**config.mk**
```make
export PLATFORM = sky130hd
export DESIGN_NAME = disp_source_arbiter_flat
export DESIGN_NICKNAME = d
export VERILOG_FILES = /design/src/rtl/disp_source_arbiter_if.sv /design/src/rtl/disp_source_arbiter.sv /design/src/flat_wrapper.sv
export SDC_FILE = /design/constraint.sdc
export NUM_CORES = 1
export LEC_CHECK = 0
export ABC_AREA = 1
export ABC_CLOCK_PERIOD_IN_PS = 3100
export BUFFER_PORTS_ARGS = -buffer_cell sky130_fd_sc_hd__clkbuf_2
export CAP_MARGIN = 15
export CORE_UTILIZATION = 60
export CTS_BUF_LIST = sky130_fd_sc_hd__clkbuf_4
export CTS_CLUSTER_DIAMETER = 60
export CTS_CLUSTER_SIZE = 8
export DETAILED_ROUTE_END_ITERATION = 8
export GPL_TIMING_DRIVEN = 0
export PLACE_DENSITY_LB_ADDON = 0.12
export SYNTH_ARGS = -nofsm -noshare
export SYNTH_HDL_FRONTEND = slang
export SYNTH_SLANG_ARGS = --single-unit
export TNS_END_PERCENT = 1
```
**constraint.sdc**
```tcl
create_clock -name clk -period 3.1 [get_ports clk]
set_input_delay 0.465 -clock clk [delete_from_list [all_inputs] [get_ports clk]]
set_output_delay 0.465 -clock clk [all_outputs]
set_load 0.1 [all_outputs]
```
**src/rtl/disp_source_arbiter_if.sv**
```systemverilog
// rtl/disp_source_arbiter_if.sv - source/display bundle between the sources and the display arbiter
//
// Purpose: groups the four source requests and values, the operator controls
// and the arbiter's registered grant/display outputs into one bundle.
// Signals:
//   req[3:0]        per-source display request, bit k = source k
//   data0..data3    16-bit source values
//   hold            level, freezes the dwell countdown
//   next            single-cycle pulse, forces advance to the next requester
//   grant[3:0]      one-hot current owner, 0 when idle
//   sel[1:0]        index of the current owner, keeps last value when idle
//   num_out[15:0]   registered value for the display driver
//   busy            high while a source owns the display
// Modports: master drives sources/controls, slave is the arbiter.
interface disp_source_arbiter_if;
    logic [3:0]  req;
    logic [15:0] data0;
    logic [15:0] data1;
    logic [15:0] data2;
    logic [15:0] data3;
    logic        hold;
    logic        next;
    logic [3:0]  grant;
    logic [1:0]  sel;
    logic [15:0] num_out;
    logic        busy;

    modport master (
        output req, data0, data1, data2, data3, hold, next,
        input  grant, sel, num_out, busy
    );

    modport slave (
        input  req, data0, data1, data2, data3, hold, next,
        output grant, sel, num_out, busy
    );
endinterface

```
**src/rtl/disp_source_arbiter.sv**
```systemverilog
// rtl/disp_source_arbiter.sv - round-robin time-sharing of the 4-digit display between four sources
//
// Purpose: grants the display to one requesting source at a time in
// round-robin order, keeps each grant for DWELL cycles (frozen by hold,
// cut short by next or by the owner withdrawing) and registers the owner's
// value every cycle into num_out.
// Ports:
//   clk   system clock, rising edge
//   rst   synchronous active-high reset
//   bus   disp_source_arbiter_if.slave (req, data0..3, hold, next in;
//         grant, sel, num_out, busy out)
// Parameters:
//   DWELL grant duration in clk cycles (1 .. 2^32-1)
//   CW    dwell counter width, derived from DWELL; leave at default
module disp_source_arbiter #(
    parameter int unsigned DWELL = 100_000_000,
    parameter int          CW    = $clog2(64'(DWELL) + 64'd1)
) (
    input  logic                  clk,
    input  logic                  rst,
    disp_source_arbiter_if.slave  bus
);

    localparam logic [CW-1:0] RELOAD = CW'(DWELL - 32'd1);

    typedef enum logic {IDLE, SHOW} state_t;

    state_t        state, state_n;
    logic [3:0]    grant_q, grant_n;
    logic [1:0]    sel_q, sel_n;
    logic [1:0]    ptr_q, ptr_n;
    logic [CW-1:0] cnt_q, cnt_n;
    logic [15:0]   num_q, num_n;

    // Returns {found, index}: first requester scanning start, start+1, ... mod 4.
    // The loop runs backwards so the lowest offset from start wins.
    function automatic logic [2:0] search(input logic [3:0] r, input logic [1:0] start);
        logic [2:0] res;
        logic [1:0] k;
        res = 3'b000;
        for (int i = 3; i >= 0; i--) begin
            k = start + 2'(i);
            if (r[k]) res = {1'b1, k};
        end
        return res;
    endfunction

    function automatic logic [15:0] data_of(input logic [1:0] idx,
                                            input logic [15:0] d0, input logic [15:0] d1,
                                            input logic [15:0] d2, input logic [15:0] d3);
        case (idx)
            2'd0:    return d0;
            2'd1:    return d1;
            2'd2:    return d2;
            default: return d3;
        endcase
    endfunction

    always_ff @(posedge clk) begin
        if (rst) begin
            state   <= IDLE;
            grant_q <= 4'b0000;
            sel_q   <= 2'd0;
            ptr_q   <= 2'd0;
            cnt_q   <= '0;
            num_q   <= 16'h0000;
        end else begin
            state   <= state_n;
            grant_q <= grant_n;
            sel_q   <= sel_n;
            ptr_q   <= ptr_n;
            cnt_q   <= cnt_n;
            num_q   <= num_n;
        end
    end

    logic [2:0] win;
    logic       rearb;

    always_comb begin
        state_n = state;
        grant_n = grant_q;
        sel_n   = sel_q;
        ptr_n   = ptr_q;
        cnt_n   = cnt_q;
        num_n   = num_q;
        win     = 3'b000;
        rearb   = 1'b0;

        case (state)
            IDLE: begin
                win = search(bus.req, ptr_q);
                if (win[2]) begin
                    state_n = SHOW;
                    grant_n = 4'b0001 << win[1:0];
                    sel_n   = win[1:0];
                    ptr_n   = win[1:0] + 2'd1;
                    cnt_n   = RELOAD;
                end else begin
                    num_n = 16'h0000;
                end
            end
            default: begin
                // Withdrawal and next take precedence over hold; expiry only counts when not held.
                rearb = !bus.req[sel_q] || bus.next || (!bus.hold && cnt_q == '0);
                if (rearb) begin
                    win = search(bus.req, sel_q + 2'd1);
                    if (!win[2]) begin
                        state_n = IDLE;
                        grant_n = 4'b0000;
                    end else begin
                        // Sole requester re-wins itself: only the counter reloads.
                        cnt_n = RELOAD;
                        if (win[1:0] != sel_q) begin
                            grant_n = 4'b0001 << win[1:0];
                            sel_n   = win[1:0];
                            ptr_n   = win[1:0] + 2'd1;
                        end
                    end
                end else if (!bus.hold) begin
                    cnt_n = cnt_q - CW'(1);
                end
            end
        endcase

        // num_out follows the owner chosen at this edge so withdrawn data never shows.
        if (state_n == SHOW)
            num_n = data_of(sel_n, bus.data0, bus.data1, bus.data2, bus.data3);
        else
            num_n = 16'h0000;
    end

    assign bus.grant   = grant_q;
    assign bus.sel     = sel_q;
    assign bus.num_out = num_q;
    assign bus.busy    = (state == SHOW);

endmodule

```
**src/flat_wrapper.sv**
```systemverilog
// flat-port wrapper written by rule: the top's interface ports become plain ports
module disp_source_arbiter_flat 
#(
    parameter int unsigned DWELL = 100_000_000,
    parameter int          CW    = $clog2(64'(DWELL) + 64'd1)
)
  (clk, rst, bus_req, bus_data0, bus_data1, bus_data2, bus_data3, bus_hold, bus_next, bus_grant, bus_sel, bus_num_out, bus_busy);
  disp_source_arbiter_if bus_i ();
  input  logic clk;
  input  logic rst;
  input wire logic [$bits(bus_i.req)-1:0] bus_req;
  input wire logic [$bits(bus_i.data0)-1:0] bus_data0;
  input wire logic [$bits(bus_i.data1)-1:0] bus_data1;
  input wire logic [$bits(bus_i.data2)-1:0] bus_data2;
  input wire logic [$bits(bus_i.data3)-1:0] bus_data3;
  input wire logic [$bits(bus_i.hold)-1:0] bus_hold;
  input wire logic [$bits(bus_i.next)-1:0] bus_next;
  output wire logic [$bits(bus_i.grant)-1:0] bus_grant;
  output wire logic [$bits(bus_i.sel)-1:0] bus_sel;
  output wire logic [$bits(bus_i.num_out)-1:0] bus_num_out;
  output wire logic [$bits(bus_i.busy)-1:0] bus_busy;
  assign bus_i.req = bus_req;
  assign bus_i.data0 = bus_data0;
  assign bus_i.data1 = bus_data1;
  assign bus_i.data2 = bus_data2;
  assign bus_i.data3 = bus_data3;
  assign bus_i.hold = bus_hold;
  assign bus_i.next = bus_next;
  assign bus_grant = bus_i.grant;
  assign bus_sel = bus_i.sel;
  assign bus_num_out = bus_i.num_out;
  assign bus_busy = bus_i.busy;
  disp_source_arbiter #(.DWELL(DWELL), .CW(CW)) u_core (.clk(clk), .rst(rst), .bus(bus_i));
endmodule
```
==> Yosys cells after proc, flatten, opt, wreduce, memory -nomap -nowiden <==
Cells that the tools add are included.
{ "word_totals": {"reg_bits": 52} }
{ "classes": {"addsub": 10, "n_lt_le_gt_ge": 9, "eq_ne": 9, "n_shift": 2, "mux": 54, "n_bitwise": 1, "n_reduce_logical": 12} }
{ "ops": {"columns": ["operator", "n"], "rows": [
  ["$mux 27", 5],
  ["$pmux 16 s3", 1],
  ["$mux 3", 11],
  ["$logic_not 27->1", 1],
  ["$lt 2x3->1 const B", 9],
  ["$sub 27x1->27 const B", 1],
  ["$mux 2", 10],
  ["$mux 4", 5],
  ["$bmux 1 s2", 9],
  ["$mux 1", 13],
  ["$add 2x1->2 const B", 5],
  ["$ne 3x3->1 const B", 3],
  ["$add 2x2->2 const B", 4],
  ["$shl 1x2->4 const A", 2],
  ["$ne 2x2->1 const B", 3],
  ["$reduce_and 3->1", 2],
  ["$reduce_and 4->1", 1],
  ["$eq 2x1->1 const B", 1],
  ["$eq 2x2->1 const B", 1],
  ["$logic_not 1->1", 2],
  ["$logic_not 2->1", 1],
  ["$logic_or 1x1->1", 2],
  ["$ne 2x2->1", 1],
  ["$reduce_bool 2->1", 1],
  ["other kinds (3)", 3]
]} }

==> Logic depth before layout (Yosys ltp) <==
{ "depth": {"depth_word": 17, "mapped_depth": 20} }

==> Worst setup path before layout <==
No wires, ideal clock.
{ "synth_timing": {"kind": "reg-to-reg", "startpoint": "register u_core.sel_q[0] (netlist: u_core.bus.sel[0])", "endpoint": "register u_core.cnt_q[16]", "setup_time_ns": 0.132, "t_arrival_ns": 2.526, "t_required_ns": 2.968, "path_slack_ns": 0.442, "stages_incl_launch_ff": 14, "synth_period_minus_slack_ns": 2.658, "path_cell_list": "dfxtp_1 > buf_4 > nand2_2 > nand3_1 > nand3b_1 > nor2_4 > nand2_4 > nand2_4 > inv_4 > nor2_8 > inv_4 > buf_4 > o31ai_1 > a21oi_1"} }
{ "synth_via": {"elab_chain_cells": 12, "word_cells_on_any_way": 28} }
{ "synth_rtl": {"columns": ["element", "line", "text"], "rows": [
  ["start, declared", "disp_source_arbiter.sv:30", "logic [1:0] sel_q, sel_n;"],
  ["start signal, assigned", "disp_source_arbiter.sv:70", "sel_q <= sel_n;"],
  ["$add 2x1->2", "disp_source_arbiter.sv:107", "win = search(bus.req, sel_q + 2'd1);"],
  ["$add 2x2->2", "disp_source_arbiter.sv:42", "k = start + 2'(i);"],
  ["$bmux 1 s2", "disp_source_arbiter.sv:43", "if (r[k]) res = {1'b1, k};"],
  ["$mux 1 (not written as such)", "disp_source_arbiter.sv:43", null],
  ["$mux 3 (4 in series)", "disp_source_arbiter.sv:43", null],
  ["$mux 3", "disp_source_arbiter.sv:106", "if (rearb) begin"],
  ["$mux 3", "disp_source_arbiter.sv:90", "case (state)"],
  ["$ne 3x3->1 (no line)", null, null],
  ["$reduce_and 3->1 (no line)", null, null],
  ["end signal, assigned", "disp_source_arbiter.sv:72", "cnt_q <= cnt_n;"],
  ["end, declared", "disp_source_arbiter.sv:32", "logic [CW-1:0] cnt_q, cnt_n;"]
]} }
Several ways; a longest one is shown, not always the timed one. The select of a mux whose other input is x is not followed.
A chain may end at the register's enable or synchronous reset.

==> Worst setup path in the final report <==
{ "layout_timing": {"startpoint": "register u_core.sel_q[1] (netlist: u_core.bus.sel[1])", "endpoint": "register u_core.grant_q[2] (netlist: u_core.bus.grant[2])"} }
{ "layout_via": {"elab_chain_cells": 15, "word_cells_on_any_way": 32} }
{ "layout_rtl": {"columns": ["element", "line", "text"], "rows": [
  ["$add 2x1->2", "disp_source_arbiter.sv:107", null],
  ["$add 2x2->2", "disp_source_arbiter.sv:42", null],
  ["$bmux 1 s2", "disp_source_arbiter.sv:43", null],
  ["$mux 1 (not written as such)", "disp_source_arbiter.sv:43", null],
  ["$mux 3 (4 in series)", "disp_source_arbiter.sv:43", null],
  ["$mux 3", "disp_source_arbiter.sv:106", null],
  ["$mux 3", "disp_source_arbiter.sv:90", null],
  ["$shl 1x2->4", "disp_source_arbiter.sv:115", "grant_n = 4'b0001 << win[1:0];"],
  ["$mux 4", "disp_source_arbiter.sv:114", "if (win[1:0] != sel_q) begin"],
  ["$mux 4", "disp_source_arbiter.sv:108", "if (!win[2]) begin"],
  ["$mux 4", "disp_source_arbiter.sv:106", null],
  ["$mux 4", "disp_source_arbiter.sv:90", null],
  ["end signal, assigned", "disp_source_arbiter.sv:69", "grant_q <= grant_n;"],
  ["end, declared", "disp_source_arbiter.sv:29", "logic [3:0] grant_q, grant_n;"]
]} }
Several ways; a longest one is shown, not always the timed one. The select of a mux whose other input is x is not followed.

==> flow_summary.toml <==
[drt]
wl_per_cell_um = 12.3
routed_wl_um = 9760
vias_per_cell = 5.34
drc_errors = 0
drt_iter0_markers = 327
vias = 4231
dr.pass1.iters = 5
antenna_left = 0

[layout]
stdcell_count = 792
post-route-util_pct = 73.7
final_nets = 790
n_antenna_cell = 0
areaGrowthSynthToFinish_pct = 16.3
nFillCells = 517
final_layout_size_suffix_gt1_share_pct = 23.0

[setup_path]
crit_slowest_cell = "dfxtp_1"
crit_type = "register to register"
r2r_slack_ns = 0.88
crit_chain = "buf_4 > inv_2 > nand2_1 > nand2_1 > nand2_1 > nand2_1 > nor2_1 > nand2_1 > nand2_1 > inv_2 > nand2_1 > nand3_1 > o21bai_1 > inv_1 > nand2_1 > a21oi_1"
ff2ff_path_depth = 16
arrival_ns = 2.48
crit_path_max_incr_delay_ns = 0.38
timing.rr.start = "u_core.bus.sel[1]$_SDFF_PP0_"
path_common_cell = "nand2_1"
endpoint_kind = "register"
r2r_end = "u_core.bus.grant[2]$_SDFFE_PP0P_"
crit_path_start_kind = "register"
cp_max_fo = 8
required_ns = 3.36

[placement]
place_ws_ns = 0.850
place_inst = 784
gp_congestion = 0.912
port_buffers = 93
hpwl_um = 7790

[global_routing]
grt_start_max_net_pins = 19
grt_overflow_total = 0
grt_usage_pct = 29.8
grt_pass1_wl_um = 15800
antenna_found_initial = 0
grt_pass1_vias = 3631

[floorplan]
pin_count = 95
rows = 28
chipHeight_um = 81.8
die_area_um2 = 6690
die_x_um = 81.8
core_area_um2 = 6030
initial_core_util_pct = 63.4

[hold_path]
hold_path.class = "primary input to register"
hold_start = "bus_data2[7]"
whs_path_depth = 3
hold_path_end = "u_core.bus.num_out[7]$_SDFF_PP0_"

[yosys]
yosysMostFrequentCell = "nand2_1"
seq_area_frac_synth_pct = 27.3
synth-compound-area-share_pct = 11.1
synth_top_area_cell = "dfxtp_1"
synthSimpleGateAreaFrac_pct = 45.9
synth_fa_ha_area_share_pct = 0.655
synth-edff-count = 0
synth_cells = 616
synth.area.top_cells = "dfxtp_1, nand2_1, nand3_1, inv_1, nor2_1"
synthMuxAreaShare_pct = 0
yosys-top-cells-count = "nand2_1, nand3_1, inv_1, dfxtp_1, nor2_1"
synth_cell_types = 37
synth-seq-cells = 52
synth_area_per_cell_um2 = 6.20
synth_ff_type = "dfxtp_1"
yosys_warnings = 0
yosys.area.top_type_share_pct = 27.3
syn_nets = 690
async_reset_ff_share_pct = 0
synth_top_family_by_area = "simple AND/OR/NAND/NOR gates"
synth-xor-area-share_pct = 2.98
netlist_area_um2 = 3820

[sta]
final-hold-violation-count = 0
finalCritPeriodShare_pct = 71.7
setup-tns-final_ns = 0
slew_viol_final = 0
fin_crit_ns = 2.22
worstMarginPinSlew_ns = 0.579
timing.final.ws_setup_ns = 0.877
setup_viol = 0
skew_ns = 0.0258
holdWs_ns = 0.285
relSlewSlack_pct = 61.3
rsz0062_at_grt = "false"
fmax_ghz = 0.450

[clock_network]
clkSinkCount = 52
cts.path.max_buffers = 2
root_buffer = "clkbuf_4"
numCtsBuffers = 5
cts_resized = 0
holdBufCountCts = 0
h-tree-depth = 2
postCtsSetupRepairBufs = 0
worstSkewPairLatency_ns = 0.40
clkSlewWorstSetupHoldPaths_ns = 0.16
cts_tree = "built"

[power_and_ir_drop]
p_leak_nw = 2.35
irDropWorstVdd_mv = 0.919
powerDensity_nw_per_um2 = 1100

[job]
drv_cap = 0

[outcome]
status = "finished, final reports clean"
-- how the worst max path moves through the flow --
stage	from	end	slack, ns	cells after the start
floorplan	u_core.bus.sel[0]$_SDFF_PP0_	u_core.cnt_q[16]$_SDFFE_PP0P_	0.44	13
global placement	bus_req[1]	u_core.cnt_q[22]$_SDFFE_PP0P_	0.90	15
detailed placement	bus_req[1]	u_core.cnt_q[13]$_SDFFE_PP0P_	0.85	15
CTS	u_core.bus.sel[1]$_SDFF_PP0_	u_core.bus.grant[2]$_SDFFE_PP0P_	0.89	16
global route	u_core.bus.sel[1]$_SDFF_PP0_	u_core.bus.grant[3]$_SDFFE_PP0P_	0.62	16
finish	u_core.bus.sel[1]$_SDFF_PP0_	u_core.bus.grant[2]$_SDFFE_PP0P_	0.88	16
-- cell families after synthesis --
group           count (synthesis)
simple gates                  371
compound gates                 78
xor+xnor                       13
fa+ha+maj                       2
flops                          52
buf+inv                       100
-- cell type report --
cell class                      count  area, µm²  area share, %
Buffer                             22        160           3.61
Clock buffer                        5       37.5          0.845
Clock inverter                      3       25.0          0.564
Inverter                           78        300           6.76
Multi-Input combinational cell    464       2320           52.2
Sequential cell                    52       1040           23.4
Tap cell                           75       93.8           2.11
Timing Repair Buffer               93        465           10.5
-- cells in the final DEF (no fill, tap or decap), types with 7 or more instances in the layout --
cell type / Yosys / final
nand2_2: 7 / 7
dfxtp_1: 52 / 52
nand3_1: 66 / 66
nor2_1: 50 / 50
nor3_1: 10 / 10
nor2_2: 9 / 9
nand2_1: 191 / 191
a21oi_1: 28 / 28
o21ai_0: 21 / 21
xor2_1: 7 / 7
inv_1: 65 / 65
buf_6: 7 / 7
nand3b_1: 14 / 14
o21ai_1: 14 / 14
nor2_4: 7 / 7
clkbuf_2: 0 / 93
inv_2: 10 / 10
-- flip-flops by register name, summed over array words and instances (netlist names) --
register            count
u_core.ptr_q            2
u_core.bus.grant        4
u_core.bus.sel          2
u_core.bus.num_out     16
u_core.cnt_q           27
u_core.bus.busy         1
-- stage by stage --
| stage | total power [mW] | area, µm² |
|---|---|---|
| 3_3_place_gp | 4.44 | 4380 |
| 2_1_floorplan | 3.88 | 3820 |
| 5_1_grt | 5.28 | 4440 |
| 4_1_cts | 4.86 | 4440 |
| 6_report | 4.88 | 4440 |
| 3_5_place_dp | 4.52 | 4380 |
-- metal layers --
layer | track usage, % | vias up | routed length [µm]
met4 | 9.47 | 0 | 208
li1 | - | 2161 | -
met2 | 52.5 | 133 | 4900
met5 | 0 | - | 0
met3 | 4.11 | 20 | 424
met1 | 37.0 | 1917 | 4230
-- where the power goes --
group          switching (mW)  total [mW]  internal, mW
clock network           0.239       0.333        0.0945
registers               0.119       0.977         0.859
logic                    2.54        3.57          1.03
-- critical path: cells and delay by family (launching register included) --
| kind | cells | cell delay, ns |
|---|---|---|
| AND/OR/NAND/NOR | 10 | 0.84 |
| buffers and inverters | 4 | 0.47 |
| flip-flops | 1 | 0.38 |
| AO/OA/AOI/OAI | 2 | 0.37 |
(Power assumes the default switching activity.)
